==> src/rtl/fpga_pll_supervisor.sv <==
// PLL reset/lock supervisor: pulses the PLL reset, qualifies synchronized lock, retries on timeout.
// Optional lock-loss statistics counter is enabled with `define FPGA_PLL_SUP_STATS_EN.
module fpga_pll_supervisor #(
    parameter int RST_PULSE_CYCLES = 16,
    parameter int LOCK_TIMEOUT     = 20000,
    parameter int SETTLE_CYCLES    = 256,
    parameter int MAX_RETRIES      = 7
) (
    input  logic                               clk,
    input  logic                               rst,
    input  logic                               pll_locked,
    output logic                               pll_rst_n,
    output logic                               pll_ok,
    output logic                               lock_lost,
    output logic [$clog2(MAX_RETRIES+1)-1:0]   retry_cnt,
    output logic                               fail,
    output logic [7:0]                         lock_loss_cnt
);

    localparam int RW = $clog2(MAX_RETRIES + 1);
    localparam int CNT_MAX_A = (LOCK_TIMEOUT > SETTLE_CYCLES) ? LOCK_TIMEOUT : SETTLE_CYCLES;
    localparam int CNT_MAX = (CNT_MAX_A > RST_PULSE_CYCLES) ? CNT_MAX_A : RST_PULSE_CYCLES;
    localparam int CW = $clog2(CNT_MAX + 1);

    localparam logic [CW-1:0] HOLD_LOAD   = CW'(RST_PULSE_CYCLES - 1);
    localparam logic [CW-1:0] HOLD_RESET  = CW'(RST_PULSE_CYCLES);
    localparam logic [CW-1:0] WAIT_LOAD   = CW'(LOCK_TIMEOUT - 1);
    localparam logic [CW-1:0] SETTLE_LOAD = CW'(SETTLE_CYCLES - 1);
    localparam logic [RW-1:0] RETRY_MAX   = RW'(MAX_RETRIES);

    typedef enum logic [2:0] {
        ST_HOLD,
        ST_WAIT_LOCK,
        ST_SETTLE,
        ST_RUN,
        ST_FAIL
    } state_t;

    state_t          state, state_d;
    logic [CW-1:0]   cnt, cnt_d;
    logic [RW-1:0]   retry_q, retry_d, retry_inc;
    logic [1:0]      sync_q;
    logic            locked_s;
    logic            lock_lost_d;

    assign locked_s = sync_q[1];

    always_ff @(posedge clk) begin
        if (rst) begin
            sync_q <= 2'b00;
        end else begin
            sync_q <= {sync_q[0], pll_locked};
        end
    end

    assign retry_inc = (retry_q == RETRY_MAX) ? retry_q : retry_q + RW'(1);

    always_comb begin
        state_d     = state;
        cnt_d       = (cnt == '0) ? cnt : cnt - CW'(1);
        retry_d     = retry_q;
        lock_lost_d = 1'b0;
        case (state)
            ST_HOLD: begin
                if (cnt == '0) begin
                    state_d = ST_WAIT_LOCK;
                    cnt_d   = WAIT_LOAD;
                end
            end
            ST_WAIT_LOCK: begin
                // lock takes priority over a timeout landing on the same edge
                if (locked_s) begin
                    state_d = ST_SETTLE;
                    cnt_d   = SETTLE_LOAD;
                end else if (cnt == '0) begin
                    retry_d = retry_inc;
                    state_d = (retry_inc == RETRY_MAX) ? ST_FAIL : ST_HOLD;
                    cnt_d   = HOLD_LOAD;
                end
            end
            ST_SETTLE: begin
                if (!locked_s) begin
                    retry_d = retry_inc;
                    state_d = (retry_inc == RETRY_MAX) ? ST_FAIL : ST_HOLD;
                    cnt_d   = HOLD_LOAD;
                end else if (cnt == '0) begin
                    state_d = ST_RUN;
                end
            end
            ST_RUN: begin
                if (!locked_s) begin
                    lock_lost_d = 1'b1;
                    state_d     = ST_HOLD;
                    cnt_d       = HOLD_LOAD;
                end
            end
            ST_FAIL: begin
                state_d = ST_FAIL;
            end
            default: begin
                state_d = ST_HOLD;
                cnt_d   = HOLD_LOAD;
            end
        endcase
    end

    // Reset preloads one extra count so the first non-reset edge acts as HOLD entry.
    always_ff @(posedge clk) begin
        if (rst) begin
            state     <= ST_HOLD;
            cnt       <= HOLD_RESET;
            retry_q   <= '0;
            pll_rst_n <= 1'b0;
            pll_ok    <= 1'b0;
            lock_lost <= 1'b0;
            fail      <= 1'b0;
        end else begin
            state     <= state_d;
            cnt       <= cnt_d;
            retry_q   <= retry_d;
            pll_rst_n <= (state_d == ST_WAIT_LOCK) || (state_d == ST_SETTLE) || (state_d == ST_RUN);
            pll_ok    <= (state_d == ST_RUN);
            lock_lost <= lock_lost_d;
            fail      <= (state_d == ST_FAIL);
        end
    end

    assign retry_cnt = retry_q;

`ifdef FPGA_PLL_SUP_STATS_EN
    logic [7:0] loss_q;

    always_ff @(posedge clk) begin
        if (rst) begin
            loss_q <= 8'd0;
        end else if (lock_lost_d && (loss_q != 8'hFF)) begin
            loss_q <= loss_q + 8'd1;
        end
    end

    assign lock_loss_cnt = loss_q;
`else
    assign lock_loss_cnt = 8'd0;
`endif

endmodule

==> config.mk <==
export PLATFORM = sky130hd
export DESIGN_NAME = fpga_pll_supervisor
export DESIGN_NICKNAME = d
export VERILOG_FILES = /design/src/rtl/fpga_pll_supervisor.sv
export SDC_FILE = /design/constraint.sdc
export NUM_CORES = 1
export LEC_CHECK = 0
export BUFFER_PORTS_ARGS = -buffer_cell sky130_fd_sc_hd__clkbuf_2
export CAP_MARGIN = 40
export CORE_ASPECT_RATIO = 1.5
export CORE_MARGIN = 1.5
export CORE_UTILIZATION = 45
export CTS_CLUSTER_DIAMETER = 100
export DETAILED_ROUTE_END_ITERATION = 10
export PLACE_DENSITY = 0.66
export SLEW_MARGIN = 10
export SYNTH_ARGS = -nofsm -noshare
export SYNTH_HDL_FRONTEND = slang
export SYNTH_SLANG_ARGS = --single-unit
==> constraint.sdc <==
create_clock -name clk -period 2.3 [get_ports clk]
set_input_delay 0.345 -clock clk [delete_from_list [all_inputs] [get_ports clk]]
set_output_delay 0.345 -clock clk [all_outputs]
set_load 0.005 [all_outputs]
==> After elaboration in Yosys (flattened, before gate mapping) <==
Cells that the tools add are included.
{ "totals": {"elab_cells": 52, "out_inout_bits": 15, "reg_bits": 27, "input_bits": 3} }
{ "op_classes": {"n_eq_ne": 13, "n_mux": 20, "bitwise": 1, "n_reduce_logical": 8, "addsub": 2} }
{ "ops": {"columns": ["operator", "count"], "rows": [
  ["two-way mux 15 bit", 5],
  ["case mux 15 bit (4 select lines)", 1],
  ["two-way mux 3 bit", 11],
  ["zero test 15 bit", 1],
  ["case mux 3 bit (5 select lines)", 1],
  ["subtractor 15 x 1 -> 15 bit, second input constant", 1],
  ["== test 3 x 2 -> 1 bit, second input constant", 4],
  ["== test 3 bit, second input constant", 4],
  ["== test 3 x 1 -> 1 bit, second input constant", 2],
  ["inequality test 2 bit, second input constant", 3],
  ["case mux 3 bit (2 select lines)", 1],
  ["AND reduction 4 bit", 1],
  ["OR reduction 2 bit", 2],
  ["adder 3 x 1 -> 3 bit, second input constant", 1],
  ["zero test 3 bit", 1],
  ["logical OR 1 bit", 2],
  ["nonzero test 2 bit", 1],
  ["two-way mux 1 bit", 1],
  ["NOT 1 bit", 1]
]} }

==> Logic depth before layout (Yosys ltp) <==
Gate-level depths: netlist of run 1.
{ "depth": {"word_depth": 10, "mapped_depth": 9} }

==> Worst setup path after synthesis of run 1 <==
Ideal clock, no wire load.
{ "synth_timing": {"path_kind": "reg2reg", "start": "register cnt[11]", "end": "register retry_q[0], in the netlist retry_cnt[0]", "required_time_ps": 2177, "path_stages_with_launch": 6, "t_arrival_ps": 2141, "setup_ps": 123, "path_buffers": 1, "setup_slack_ps": 36, "path_cell_list": "dfxtp_1 -> or4_1 -> buf_2 -> or4_4 -> a221oi_4 -> mux2_1"} }
{ "synth_via": {"elab_chain_len": 3} }
{ "synth_rtl": {"columns": ["element", "line", "rtl"], "rows": [
  ["start, declared", "40", "logic [CW-1:0] cnt, cnt_d;"],
  ["start signal, assigned", "119", "cnt <= cnt_d;"],
  ["zero test 15 bit", "75", "end else if (cnt == '0) begin"],
  ["inequality test 2 bit (no line)", null, null],
  ["AND reduction 4 bit (no line)", null, null],
  ["end signal, assigned", "120", "retry_q <= retry_d;"],
  ["end, declared", "41", "logic [RW-1:0] retry_q, retry_d, retry_inc;"]
]} }
Every way passes these cells.
A chain may end at the register's enable or synchronous reset.

==> Worst setup path in the final report of run 1 <==
{ "layout_timing": {"start": "register cnt[2]", "end": "register retry_q[0], in the netlist retry_cnt[0]"} }
The elaborated chain is that of the path after synthesis.

==> impl_metrics.csv, run 1 <==
group,metric,value,unit
detailed_routing,detailedRoute.firstIterationViolations,60,
pwr,power-per-cell-area,1251,nW/µm²
synth,commonest_cells_post_synth,"27 x dfxtp_1, 11 x a21oi_1, 11 x nand2_1",
global_route,overall_overflow_remaining_after_global_route,0,
synth,yosysTopAreaCellShare,33.62,%
detailed_routing,routed_wire_length_per_instance,15.30,µm
global_route,grt.busiest_layer,"met2",
sta,setup-violations-final,0,
sta,whs,0.2778,ns
sta,fmax,0.4500,GHz
sta,final.setup.tns,0,ns
sta,finClkSkew,0.002413,ns
global_route,grt_max_degree,19,
clocking,post_cts.repair.setup_buffers,0,
sta,max-slew-margin-rel,62.86,%
placement,buffer_ports.inserted,9,
layout,post_route_cells_drive_above_1_share,16.04,%
placement,gp_congestion,0.8690,
worst_setup_path,timing.critical_path.to_type,"flop",
synth,synth_sequential_area_ratio,33.62,%
worst_setup_path,worst_ep_required_time,2.47,ns
synth,mappedNetlistArea,1608,µm²
placement,dp_hpwl,3063,µm
worst_setup_path,cp.depth,4,
floorplan,initial_core_util,47.07,%
worst_setup_path,worstRegToRegCells,4,
synth,cell_with_the_most_instances_after_synthesis,"dfxtp_1",
synth,yosysWarnings,0,
pwr,static-leakage-power,0.7042,nW
worst_setup_path,worst_path_slowest_cell,"or4_1",
global_route,first_pass_grt_wire_length,6610,µm
synth,synthesis.area_per_instance,8.288,µm²
sta,rsz_0062_raised_after_global_routing,"false",
worst_setup_path,timing.critical_path.buf_inv,0,
sta,timing.final.crit_share,96.63,%
pwr,power.total,2.244,mW
worst_setup_path,critical_path_arrival,2.39,ns
layout,nNetsFinal,219,
status,status,"finished, final reports clean",
synth,synth-async-reset-ratio,0,%
hold_path,min_path_cells,2,
layout,area_delta_synth_final,11.60,%
synth,synth_ff_type,"dfxtp_1",
worst_setup_path,cp_cell_sequence,"or4_1 > or4_4 > a221oi_4 > mux2_1",
detailed_routing,mean_number_of_vias_per_cell,6.087,
sta,worst_margin_pin_slew,0.5564,ns
synth,syn-instance-count,194,
global_route,grt_antenna_before_repair,0,
detailed_routing,drt_pass1_iterations,5,
global_route,global_route.usage.total,21.47,%
layout,final.fill_count,345,
floorplan,floorplan.die_area,3948,µm²
detailed_routing,drt.antenna.violating_nets,0,
floorplan,placement_rows,26,
floorplan,placeableCoreArea,3416,µm²
synth,yosysUniqueCellTypes,50,
detailed_routing,remaining_drc_errors,0,
synth,netlist.top_cell.by_area,"dfxtp_1",
global_route,grt_use_met3,2.549,%
synth,synthTopCellsByArea,"dfxtp_1 34%, buf_4 3.7%, a21oi_1 3.4%",
clocking,tritoncts_clock_tree,"yes",
global_route,first_global_vias,1513,
floorplan,die_width,51.81,µm
job,max-cap-violations,0,
clocking,clock_tree.buffer_depth,2,
detailed_routing,dr_total_vias,1546,
worst_setup_path,crit_fanout,2,
worst_setup_path,critical_path.startpoint_type,"flop",
clocking,clk_pin_slew_worst_paths,0.09,ns
clocking,ctsResizeCount,0,
synth,yosys_register_bits,27,
clocking,cts-root-buf,"clkbuf_8",
floorplan,io-pin-count,18,
synth,synth-edff-count,0,
detailed_routing,finalWirelength,3886,µm
clocking,cts_max_level,1,
global_route,grt_use_met1,23.94,%
layout,antenna-diode-count,0,
clocking,cts-buffers-inserted,3,
sta,period_minus_slack,2.222,ns
clocking,ctsHoldBuffers,0,
sta,timing_hold_violations_final,0,
sta,slew_viol_final,0,
global_route,grt.met2_usage,38.97,%
worst_setup_path,crit_family,"simple AND/OR/NAND/NOR gates",
worst_setup_path,timing.setup.critical_path_class,"reg2reg",
clocking,worst_skew_pair.late_latency,0.27,ns
hold_path,min_path_type,"in2reg",
floorplan,die_height,76.21,µm
clocking,cts.sinks,27,
worst_setup_path,worst_path_largest_cell_delay,0.59,ns
pwr,vdd_ir_drop_max,646.1,µV
==> stage by stage <==
stage / area (µm²) / setup WS, ns / utilization [%] / std cells
after global routing: 1794 / 0.009495 / 52.53 / 254
after CTS: 1794 / 0.08291 / 52.53 / 254
after detailed placement: 1749 / 0.1081 / 51.21 / 250
after floorplan: 1634 / 0.03558 / - / 201
final: 1794 / 0.07759 / 52.53 / 254
after global placement: 1749 / 0.1332 / 51.21 / 250
==> cell usage in the layout (no fill, tap or decap), types with 3 or more instances in the layout <==
cell type  count
clkbuf_2       9
or4_1          6
or3_1          6
nor3_1         8
buf_4         15
mux2i_1        3
nor2b_1        6
nand2b_1       6
nand3_1        4
dfxtp_1       27
inv_1          8
nor4_1         5
o21ai_0        9
nand2_1       11
a21oi_1       11
nor2_1        10
a31oi_1        5
o31ai_1        4
conb_1         8
ha_1           3
o21ai_1        6
clkbuf_8       3
==> cell type report <==
| cell class | count | area, µm² | area share, % |
|---|---|---|---|
| multi-input combinational | 149 | 968.4 | 53.97 |
| clock buffer | 4 | 45.04 | 2.510 |
| sequential | 27 | 540.5 | 30.13 |
| tap | 42 | 52.55 | 2.929 |
| inverter | 8 | 30.03 | 1.674 |
| timing repair buffer | 24 | 157.7 | 8.787 |
==> routing by layer <==
metal | vias up | part of all wire (%)
met1 | 722 | 37
met3 | 13 | 3.9
met2 | 57 | 56
li1 | 754 | -
met5 | - | 0
met4 | 0 | 3.1
==> sequential cells by signal (all words and copies together) (netlist names) <==
| signal | flops |
|---|---|
| pll_ok | 1 |
| lock_lost | 1 |
| fail | 1 |
| cnt | 15 |
| sync_q | 2 |
| state | 3 |
| retry_cnt | 3 |
| pll_rst_n | 1 |
==> kinds of logic (layout without fill, tap and decap cells) <==
logic type | count (synthesis) | in the layout | synth area share [%]
simple gates | 76 | 76 | 28.17
compound gates | 57 | 57 | 24.59
flops | 27 | 27 | 33.62
buf+inv | 25 | 36 | 7.782
mux | 5 | 5 | 3.268
fa+ha+maj | 3 | 3 | 2.335
other cells | 1 | 8 | 0.2332
==> where the power goes <==
group	total, mW	switching, mW	internal [mW]
combinational	1.29	0.710	0.576
clock	0.271	0.147	0.124
sequential	0.687	0.111	0.576
total	2.24	0.969	1.28
==> worst paths after layout <==
kind	from	slack, ns	end
worst min register to register	sync_q[0]	0.47	sync_q[1]
worst min-delay path	pll_locked	0.28	sync_q[0]
worst max-delay path	cnt[2]	0.08	retry_cnt[0]
worst max register to register	cnt[2]	0.08	retry_cnt[0]
Note: power is estimated with default switching activity, not from simulation.
==> run 2: changes to the inputs <==
- MAX_ROUTING_LAYER: unset -> met4
==> run 2 against run 1 <==
Against the previous run:
- combinational power is essentially flat
- sequential cell count is the same
- cell count is 0.39% higher
- hold slack got worse by 0.0011 ns
- largest cell class unchanged
- non-clock buffer count up 1
- clock skew rose by 0.0053 ns
- critical path depth unchanged
- sequential share of layout area shrank 0.15 points
- sequential power fell by 0.6%
==> impl_metrics.csv, run 2 (same netlist as run 1, synthesis figures left out) <==
group,metric,value,unit
job,max-cap-violations,0,
placement,dp_hpwl,3194,µm
sta,final.setup.tns,0,ns
pwr,power.clock.fraction,12.2,%
worst_setup_path,crit_fanout,6,
detailed_routing,remaining_drc_errors,0,
detailed_routing,routed_wire_length_per_instance,16.04,µm
floorplan,initial_core_util,47.07,%
worst_setup_path,worst_ep_required_time,2.46,ns
global_route,grt_antenna_before_repair,0,
layout,nNetsFinal,220,
worst_setup_path,timing.setup.critical_path_class,"reg2reg",
floorplan,placeableCoreArea,3416,µm²
layout,layout_commonest_cell,"dfxtp_1",
layout,area_delta_synth_final,12.14,%
layout,antenna-diode-count,0,
global_route,first_global_vias,1569,
layout,post_route_cells_drive_above_1_share,16.90,%
sta,fmax,0.4477,GHz
clocking,ctsHoldBuffers,0,
floorplan,die_width,51.81,µm
worst_setup_path,critical_path.startpoint_type,"flop",
placement,buffer_ports.inserted,9,
floorplan,io-pin-count,18,
layout,fin_util,52.78,%
pwr,static-leakage-power,0.7123,nW
global_route,overall_overflow_remaining_after_global_route,0,
clocking,tritoncts_clock_tree,"yes",
pwr,internal-power,1.279,mW
worst_setup_path,timing.critical_path.to_type,"flop",
clocking,post_cts.repair.setup_buffers,0,
layout,mostFrequentLayoutCells,"27 x dfxtp_1, 16 x buf_4, 11 x a21oi_1, 11 x nand2_1, 10 x nor2_1",
pwr,net-switching-power,0.9795,mW
detailed_routing,detailedRoute.firstIterationViolations,58,
floorplan,floorplan.die_area,3948,µm²
clocking,clk_pin_slew_worst_paths,0.10,ns
clocking,cts-root-buf,"clkbuf_8",
clocking,cts.sinks,27,
floorplan,die_height,76.21,µm
detailed_routing,drt_pass1_iterations,4,
clocking,clock_tree.buffer_depth,2,
hold_path,min_path_type,"in2reg",
clocking,worst_skew_pair.late_latency,0.27,ns
global_route,global_route.usage.total,22.95,%
sta,finClkSkew,0.007687,ns
detailed_routing,drt.antenna.violating_nets,0,
pwr,switching_share,43.37,%
sta,worst_margin_pin_slew,0.5687,ns
floorplan,placement_rows,26,
global_route,first_pass_grt_wire_length,6934,µm
sta,rsz_0062_raised_after_global_routing,"false",
detailed_routing,dr_total_vias,1554,
placement,gp_congestion,0.8859,
sta,setup-violations-final,0,
pwr,power-per-cell-area,1253,nW/µm²
layout,register_with_the_highest_flop_count,"cnt",
clocking,cts-buffers-inserted,3,
sta,slew_viol_final,0,
sta,timing.final.crit_share,97.11,%
global_route,grt_max_degree,19,
sta,timing_hold_violations_final,0,
pwr,vdd_ir_drop_max,611.9,µV
detailed_routing,finalWirelength,4089,µm
sta,period_minus_slack,2.234,ns
clocking,cts_max_level,1,
sta,max-slew-margin-rel,62.03,%
pwr,combinationalPowerShare,57.6,%
clocking,ctsResizeCount,0,
pwr,power.share.sequential,30.3,%
status,status,"finished, final reports clean",
worst_setup_path,critical_path_arrival,2.40,ns
detailed_routing,mean_number_of_vias_per_cell,6.094,
layout,largest_reg_flops,15,
-- run 2: final timing paths --
| check | startpoint | endpoint | slack, ns | cells past startpoint |
|---|---|---|---|---|
| setup / recovery | cnt[4] | retry_cnt[0] | 0.07 | 4 |
| hold / removal | pll_locked | sync_q[0] | 0.28 | 2 |
| setup reg to reg | cnt[4] | retry_cnt[0] | 0.07 | 4 |
| hold reg to reg | sync_q[0] | sync_q[1] | 0.46 | 1 |
-- run 2: power by group through the flow --
stage               clock, mW  sequential (mW)  combinational [mW]
global placement            0            0.682                1.24
global route            0.294            0.698                1.42
CTS                     0.274            0.680                1.29
detailed placement          0            0.691                1.28
floorplan                   0            0.682               0.833
finish                  0.275            0.683                1.30
-- run 2: metal layers --
layer	up-vias	GRT usage (%)	wire length, µm
li1	757	-	-
met3	17	3.137	132
met5	-	-	0
met4	0	8.684	144
met1	737	23.97	1592
met2	43	41.79	2219
-- run 2: metrics by stage --
step / instance area [µm²] / hold slack [ns] / setup WS (ns) / cells / power (mW)
after global placement: 1757 / 0.4303 / 0.1324 / 251 / 1.922
after detailed placement: 1757 / 0.4456 / 0.09766 / 251 / 1.969
after CTS: 1803 / 0.2844 / 0.08333 / 255 / 2.242
final: 1803 / 0.2767 / 0.06649 / 255 / 2.258
after floorplan: 1634 / 0.4138 / 0.03558 / 201 / 1.515
after global routing: 1803 / 0.2813 / 0.04195 / 255 / 2.417
-- run 2: critical path: stages, from the launching register on --
cell and delay [ns]:
dfxtp_1 0.36, or4_1 0.56, or4_4 0.59, a221oi_4 0.26
mux2_1 0.35
-- run 2: final cells by class --
class	instances	area, µm²
clock inverters	1	5.005
well taps	42	52.55
inverters	8	30.03
flip-flops and latches	27	540.5
fillers	340	1613
multi-input cells	149	968.4
clock buffers	3	41.29
repair buffers	25	165.2
==> run 3: changes to the inputs <==
- CORE_ASPECT_RATIO: 1.5 -> 0.9
==> run 3 against run 2 <==
Against the previous run:
- critical path depth did not move
- cell area shrank 0.97%
- sequential share of layout area rose by 0.29 points
- critical endpoint unchanged
- critical path type unchanged
- wire length shrank 6.9%
- worst setup slack got worse by 0.0018 ns
==> impl_metrics.csv, run 3 (same netlist as run 1, synthesis figures left out) <==
group,metric,value,unit
worst_setup_path,cp_cell_sequence,"or4_1 > or4_4 > a221oi_4 > mux2_1",
global_route,first_global_vias,1409,
sta,finClkSkew,0.008341,ns
worst_setup_path,worst_path_largest_cell_delay,0.57,ns
placement,buffer_ports.inserted,9,
clocking,ctsHoldBuffers,0,
detailed_routing,detailedRoute.firstIterationViolations,104,
worst_setup_path,worstRegToRegCells,4,
clocking,cts-buffers-inserted,3,
sta,final.setup.tns,0,ns
detailed_routing,routed_wire_length_per_instance,14.99,µm
clocking,cts-root-buf,"clkbuf_8",
detailed_routing,drt_pass1_iterations,4,
worst_setup_path,worstReg2RegStart,"cnt[12]",
clocking,tritoncts_clock_tree,"yes",
hold_path,min_path_type,"in2reg",
worst_setup_path,crit_fanout,6,
detailed_routing,mean_number_of_vias_per_cell,5.917,
floorplan,io-pin-count,18,
worst_setup_path,critical_path_arrival,2.41,ns
detailed_routing,wl_met3,133,µm
layout,layout_commonest_cell,"dfxtp_1",
floorplan,floorplan.die_area,3941,µm²
status,status,"finished, final reports clean",
sta,period_minus_slack,2.235,ns
worst_setup_path,worst_setup_path_startpoint,"cnt[12]",
worst_setup_path,worst_path_slowest_cell,"or4_1",
worst_setup_path,timing.setup.critical_path_class,"reg2reg",
detailed_routing,remaining_drc_errors,0,
placement,dp_hpwl,2887,µm
layout,fin_util,52.46,%
detailed_routing,dr_total_vias,1503,
layout,antenna-diode-count,0,
sta,max-slew-margin-rel,64.02,%
detailed_routing,wl_met2,1780,µm
detailed_routing,met1_length,1805,µm
global_route,global_route.usage.total,21.97,%
floorplan,placement_rows,20,
sta,setup-violations-final,0,
clocking,ctsResizeCount,0,
layout,post_route_cells_drive_above_1_share,15.71,%
clocking,clock_tree.buffer_depth,2,
sta,timing.final.crit_share,97.19,%
layout,mostFrequentLayoutCells,"27 x dfxtp_1, 13 x buf_4, 11 x a21oi_1, 11 x nand2_1, 10 x nor2_1",
sta,worst_margin_pin_slew,0.5313,ns
layout,register_with_the_highest_flop_count,"cnt",
detailed_routing,highest_metal_layer_with_signal_wires,"met4",
global_route,overall_overflow_remaining_after_global_route,0,
layout,area_delta_synth_final,11.05,%
pwr,vdd_ir_drop_max,562.0,µV
worst_setup_path,timing.critical_path.buf_inv,0,
pwr,power.total,2.219,mW
worst_setup_path,critical_path.reg2reg.endpoint,"retry_cnt[0]",
worst_setup_path,critical_path.startpoint_type,"flop",
worst_setup_path,worst_ep_required_time,2.47,ns
floorplan,initial_core_util,47.24,%
worst_setup_path,crit_family,"simple AND/OR/NAND/NOR gates",
job,max-cap-violations,0,
worst_setup_path,timing.critical_path.to_type,"flop",
sta,rsz_0062_raised_after_global_routing,"false",
detailed_routing,finalWirelength,3807,µm
placement,postPlaceCellArea,1737,µm²
global_route,grt_antenna_before_repair,0,
layout,nNetsFinal,217,
detailed_routing,drt.antenna.violating_nets,0,
pwr,static-leakage-power,0.6949,nW
clocking,post_cts.repair.setup_buffers,0,
sta,timing_hold_violations_final,0,
worst_setup_path,regToRegSetupSlack,0.06,ns
clocking,clk_pin_slew_worst_paths,0.10,ns
layout,post-route-cell-area,1785,µm²
global_route,first_pass_grt_wire_length,6465,µm
floorplan,placeableCoreArea,3403,µm²
sta,slew_viol_final,0,
pwr,power-per-cell-area,1243,nW/µm²
sta,fmax,0.4474,GHz
floorplan,die_width,66.01,µm
worst_setup_path,cp.depth,4,
clocking,worst_skew_pair.late_latency,0.28,ns
clocking,cts_max_level,1,
global_route,grt_max_degree,17,
clocking,cts.sinks,27,
placement,gp_congestion,0.8439,
worst_setup_path,worstSetupEndpoint,"retry_cnt[0]",
floorplan,die_height,59.71,µm
layout,largest_reg_flops,15,
## run 3: cell types whose count changed in the layout (fill, tap and decap cells not counted)
cell / before / now
buf_4: 16 / 13
clkbuf_1: 0 / 1
clkinv_2: 1 / 0
or4_1: 6 / 5
or4_4: 1 / 2
## run 3: final cells by class
cell class                      count  area [µm²]
Fill cell                         330        1618
Inverter                            8       30.03
Sequential cell                    27       540.5
Tap cell                           44       55.05
Multi-Input combinational cell    149       972.2
Timing Repair Buffer               22       142.6
Clock buffer                        4       45.04
## run 3: how the worst min path moves through the flow
stage	startpoint	to	slack (ns)	cells past startpoint
6_report	pll_locked	sync_q[0]	0.29	2
5_1_grt	pll_locked	sync_q[0]	0.31	2
4_1_cts	pll_locked	sync_q[0]	0.30	2
3_5_place_dp	sync_q[0]	sync_q[1]	0.44	1
3_3_place_gp	sync_q[0]	sync_q[1]	0.42	1
2_1_floorplan	sync_q[0]	sync_q[1]	0.41	1
## run 3: where the power goes
group / leakage [nW] / internal (mW) / switching [mW]
logic: 0.452 / 0.561 / 0.681
registers: 0.220 / 0.576 / 0.123
clock network: 0.0228 / 0.125 / 0.153
total: 0.695 / 1.26 / 0.958
## run 3: metal layers
layer / GRT usage (%) / vias to the layer above
met4: 10.20 / 0
met3: 2.072 / 10
met5: - / -
li1: - / 751
met1: 30.33 / 702
met2: 32.76 / 40
## run 3: through the flow
stage                     hold WS [ns]  worst slack (ns)  cells
final                           0.2930           0.06469    254
after global routing            0.3063           0.01042    254
after CTS                       0.3004           0.04675    254
after detailed placement        0.4371           0.05751    250
after global placement          0.4154           0.09866    250
after floorplan                 0.4138           0.03558    201
